### src/rtl/skew_feeder.sv
// skew_feeder: row buffer plus diagonal skew generator that feeds the A operands
// of a DIM x DIM systolic MAC array. Row r of the array sees its data r cycles
// after row 0, so each diagonal of the array lines up with the B stream.
//
// Build option: define SKEW_STALL_EN to add the `en` input. With it, a FEED step
// advances only on cycles where en=1, and the skewed output holds while stalled.
module skew_feeder #(
  parameter int DIM     = 8,
  parameter int BITS_AB = 8
) (
  input  logic                            clk,
  input  logic                            rst,
  input  logic                            WrEn,
  input  logic [$clog2(DIM)-1:0]          Arow,
  input  logic [DIM-1:0][BITS_AB-1:0]     Ain,
  input  logic                            start,
`ifdef SKEW_STALL_EN
  input  logic                            en,
`endif
  output logic [DIM-1:0][BITS_AB-1:0]     Aout,
  output logic                            busy,
  output logic                            done
);

  localparam int AW = $clog2(DIM);
  // Step counter spans 0 .. 2*DIM-2.
  localparam int TW = $clog2(2 * DIM);
  localparam logic [TW-1:0] T_LAST = TW'(2 * DIM - 2);

  typedef enum logic [1:0] {
    IDLE = 2'd0,
    FEED = 2'd1,
    DONE = 2'd2
  } state_t;

  state_t                    state_p0;
  state_t                    state_nxt;
  logic [TW-1:0]             t_p0;
  logic [TW-1:0]             t_nxt;
  logic                      adv;
  logic                      wr_ok;
  logic signed [BITS_AB-1:0] mem [DIM][DIM];

`ifdef SKEW_STALL_EN
  assign adv = en;
`else
  assign adv = 1'b1;
`endif

  // The store is write-protected for the whole FEED/DONE window so a running
  // feed always sees a consistent matrix.
  assign wr_ok = WrEn && (state_p0 == IDLE);

  // State register and step counter; reset aborts any feed without a done pulse.
  always_ff @(posedge clk) begin
    if (rst) begin
      state_p0 <= IDLE;
      t_p0     <= '0;
    end else begin
      state_p0 <= state_nxt;
      t_p0     <= t_nxt;
    end
  end

  // Next-state, step counter and status flags.
  always_comb begin
    state_nxt = state_p0;
    t_nxt     = t_p0;
    busy      = 1'b0;
    done      = 1'b0;
    unique case (state_p0)
      IDLE: begin
        if (start) begin
          state_nxt = FEED;
          t_nxt     = '0;
        end
      end
      FEED: begin
        busy = 1'b1;
        if (adv) begin
          if (t_p0 == T_LAST) begin
            state_nxt = DONE;
            t_nxt     = '0;
          end else begin
            t_nxt = t_p0 + TW'(1);
          end
        end
      end
      DONE: begin
        busy      = 1'b1;
        done      = 1'b1;
        state_nxt = IDLE;
        t_nxt     = '0;
      end
      default: begin
        state_nxt = IDLE;
        t_nxt     = '0;
      end
    endcase
  end

  // Row store: reset clears every word; a write lands only when idle and only on
  // a row that exists, so an out-of-range index never aliases onto a real row.
  always_ff @(posedge clk) begin
    if (rst) begin
      for (int r = 0; r < DIM; r++) begin
        for (int c = 0; c < DIM; c++) begin
          mem[r][c] <= '0;
        end
      end
    end else if (wr_ok) begin
      for (int r = 0; r < DIM; r++) begin
        if (Arow == AW'(r)) begin
          for (int c = 0; c < DIM; c++) begin
            mem[r][c] <= $signed(Ain[c]);
          end
        end
      end
    end
  end

  // Skew tap: during FEED, row r presents column t-r when that column exists,
  // zero otherwise. Driven from registered state only, so no input reaches Aout
  // combinationally, and a stalled counter naturally freezes the output.
  always_comb begin
    Aout = '0;
    if (state_p0 == FEED) begin
      for (int r = 0; r < DIM; r++) begin
        for (int c = 0; c < DIM; c++) begin
          if (t_p0 == TW'(r + c)) begin
            Aout[r] = mem[r][c];
          end
        end
      end
    end
  end

  // Sanity properties: done implies busy; nothing is driven outside FEED.
  assert property (@(posedge clk) disable iff (rst) done |-> busy);
  assert property (@(posedge clk) disable iff (rst) (state_p0 != FEED) |-> (Aout == '0));

endmodule

### config.mk
export PLATFORM = sky130hd
export DESIGN_NAME = skew_feeder
export DESIGN_NICKNAME = d
export VERILOG_FILES = /design/src/rtl/skew_feeder.sv
export SDC_FILE = /design/constraint.sdc
export NUM_CORES = 1
export LEC_CHECK = 0
export ABC_CLOCK_PERIOD_IN_PS = 5250
export CAP_MARGIN = 5
export CORE_MARGIN = 2
export CORE_UTILIZATION = 40
export CTS_CLUSTER_DIAMETER = 40
export CTS_CLUSTER_SIZE = 30
export DETAILED_ROUTE_END_ITERATION = 12
export PLACE_DENSITY = 0.69
export SETUP_SLACK_MARGIN = 0.4
export SLEW_MARGIN = 20
export SYNTH_ARGS = -nofsm -noshare
export SYNTH_HDL_FRONTEND = slang
export SYNTH_SLANG_ARGS = --single-unit
### constraint.sdc
create_clock -name clk -period 5.25 [get_ports clk]
set_clock_uncertainty 0.15 [all_clocks]
set_input_delay 0.525 -clock clk [delete_from_list [all_inputs] [get_ports clk]]
set_output_delay 0.525 -clock clk [all_outputs]
set_load 0.005 [all_outputs]
==> reports/metrics.cfg <==
[placed_design]
dp_slack_ns=1.33
hpwl_um=52300
port_buffers=136
gp_congestion=0.965

[yosys]
synth_edf_count=512
synth_async_sr_flop_share_pct=0
ys_seq_area_share_pct=66.5
syn_area_per_cell_um2=13.1
yosys_register_bits=518
synth_warnings=0
ys.flop_type=edfxtp_1
synth_cell_types=59
synth_nets=1857
synth_area_um2=23300
synth_cells=1782

[timing]
max_freq_mhz=218
fin_ws_ns=0.653
setup_viol=0
relSlewSlack_pct=32.3
period_minus_slack_ns=4.60
slew_violations=0
rsz0062_at_grt=no
final_hold_viol_count=0
finalCritPeriodShare_pct=87.6
worstMarginPinSlew_ns=1.01
setup_tns_ns=0

[floorplan]
core-area_um2=57700
initial_core_util_pct=40.4
io_pins=137
die_w_um=245
design.die.area_um2=60200
fp.dieH_um=245
std_cell_rows=88

[clocking]
cts_resized=0
cts_root_buf=clkbuf_16
tritoncts=built
path_clk_slew_ns=0.06
hold_buffers=0
cts_made_buffers=68
clkSinkCount=518
cts_setup_buffers=0
cts_htree_levels=3
clk_latency_ns=0.59
cts_buffer_depth=3

[power]
p_per_area_nw_per_um2=370
max-vdd-ir-drop_uv=249
p_leak_nw=9.55

[worst_hold_path]
min_path_cells=2
min_to=state_p0[0]
min_from=state_p0[0]
holdCritPathClass=register to register

[setup_path]
crit_fanout=52
startpoint_type=register
crit_start=t_p0[0]
arrival_ns=3.92
crit_type=register to output pin
worstRegToRegCells=6
timing.rr.end=mem[0][22]
r2r_setup_slack_ns=2.07
crit_path_end_kind=output pin
worst_ep_required_time_ns=4.58
r2r-start=state_p0[1]

[route]
viasPerCell=5.96
ant_nets=0
drc=0
wl_per_cell_um=28.0
drt-initial-drc-count=2143
first_pass_iters=6
wirelength_um=75700
vias=16200

[global_routing]
first_global_vias=15600
antenna_found_initial=14
grt-ovfl-total=0
grt_max_degree=91
grt.total_usage_pct=24.9
grt_pass1_wl_um=108000

[finish]
synthToLayoutAreaGrowth_pct=19.1
fin_nets=1963
drive_above_1_share_pct=10.7
final_util_pct=48.1

[run]
maxCapViolations=0

[status]
status=completed

synth_stat cells, types with 9 or more instances:
cell type / count / area, um2
nor2_1: 95 / 357
a211oi_1: 16 / 120
buf_2: 38 / 190
a31oi_1: 16 / 100
o22ai_1: 46 / 288
edfxtp_1: 512 / 15400
mux2_2: 37 / 417
o2bb2ai_1: 16 / 140
a22oi_1: 11 / 82.6
mux2i_1: 47 / 470
nor2b_1: 64 / 400
a21oi_1: 75 / 375
o21ai_0: 102 / 510
inv_1: 26 / 97.6
nand3_1: 19 / 95.1
o211ai_1: 15 / 113
nor3_1: 16 / 80.1
nand2b_1: 32 / 200
a221oi_1: 22 / 193
nand2_1: 50 / 188
o221ai_1: 23 / 201
buf_4: 10 / 75.1
and2b_1: 26 / 195
clkbuf_1: 81 / 304
a2bb2oi_1: 9 / 78.8
and2_1: 261 / 1630
or3_1: 9 / 56.3
critical path: stages, from the launching register on:
cell and delay [ns]:
dfxtp_4 0.81, buf_4 0.64, mux2i_1 0.23, o22ai_1 0.41, o21ai_0 0.24, a221oi_1 0.42, clkdlybuf4s50_1 0.57
metrics by stage:
stage,instances,hold slack [ns],power [mW],area [um2]
6_report,2709,0.424,10.3,27800
4_1_cts,2704,0.415,10.3,27700
5_1_grt,2707,0.442,10.5,27800
3_3_place_gp,2580,0.366,5.70,25400
2_1_floorplan,1782,0.340,5.35,23300
3_5_place_dp,2581,0.403,5.72,25500
placed cells by master (no fill, tap or decap), types with 11 or more instances in the layout:
master           synthesis  final
a211oi_1                16     16
a21oi_1                 75     74
a221oi_1                22     22
a22oi_1                 11     11
a31oi_1                 16     16
and2_1                 261    261
and2b_1                 26     26
buf_4                   10     33
clkbuf_16                0     70
clkdlybuf4s50_1          0    136
edfxtp_1               512    512
inv_1                   26     26
mux2_2                  37     37
mux2i_1                 47     47
nand2_1                 50     50
nand2b_1                32     32
nand3_1                 19     19
nor2_1                  95     91
nor2b_1                 64     64
nor3_1                  16     16
o211ai_1                15     15
o21ai_0                102    102
o221ai_1                23     23
o22ai_1                 46     46
o2bb2ai_1               16     16
area by class of cell:
| cell class | instances | area, um2 |
|---|---|---|
| Fill cell | 4997 | 29900 |
| Inverter | 26 | 97.6 |
| Tap cell | 765 | 957 |
| Clock inverter | 43 | 457 |
| Sequential cell | 518 | 15500 |
| Timing Repair Buffer | 175 | 1740 |
| Antenna cell | 3 | 7.51 |
| Clock buffer | 80 | 1790 |
| Multi-Input combinational cell | 1099 | 7210 |
sequential cells by signal, summed over array words and instances, names as in the netlist:
| name | flops |
|---|---|
| state_p0 | 2 |
| mem | 512 |
| t_p0 | 4 |
report_power, final:
| group | internal, mW | total [mW] | switching [mW] |
|---|---|---|---|
| clock | 2.78 | 4.61 | 1.83 |
| combinational | 0.242 | 0.771 | 0.529 |
| sequential | 4.79 | 4.88 | 0.0932 |
| total | 7.81 | 10.3 | 2.46 |
kinds of logic after synthesis:
kind of cell	synth area share, %
flip-flops	66.5
adder cells (fa/ha/maj)	0.215
buffers and inverters	3.15
AO/OA/AOI/OAI	11.6
AND/OR/NAND/NOR	14.6
multiplexers	3.90
layer usage:
metal	vias up	track usage [%]	wire (um)
met5	-	0	21
met4	4	10.4	3340
met3	188	6.40	8730
met2	1081	39.6	35500
met1	7984	32.4	28200
li1	6893	-	-
worst max-delay path by stage:
stage | slack (ns) | end | cells past startpoint
2_1_floorplan | 0.86 | mem[0][100] | 4
5_1_grt | 0.56 | Aout[60] | 7
3_3_place_gp | 1.39 | Aout[49] | 6
3_5_place_dp | 1.33 | Aout[48] | 6
6_report | 0.65 | Aout[48] | 6
4_1_cts | 0.68 | Aout[48] | 6
Note: power is estimated with default switching activity, not from simulation.
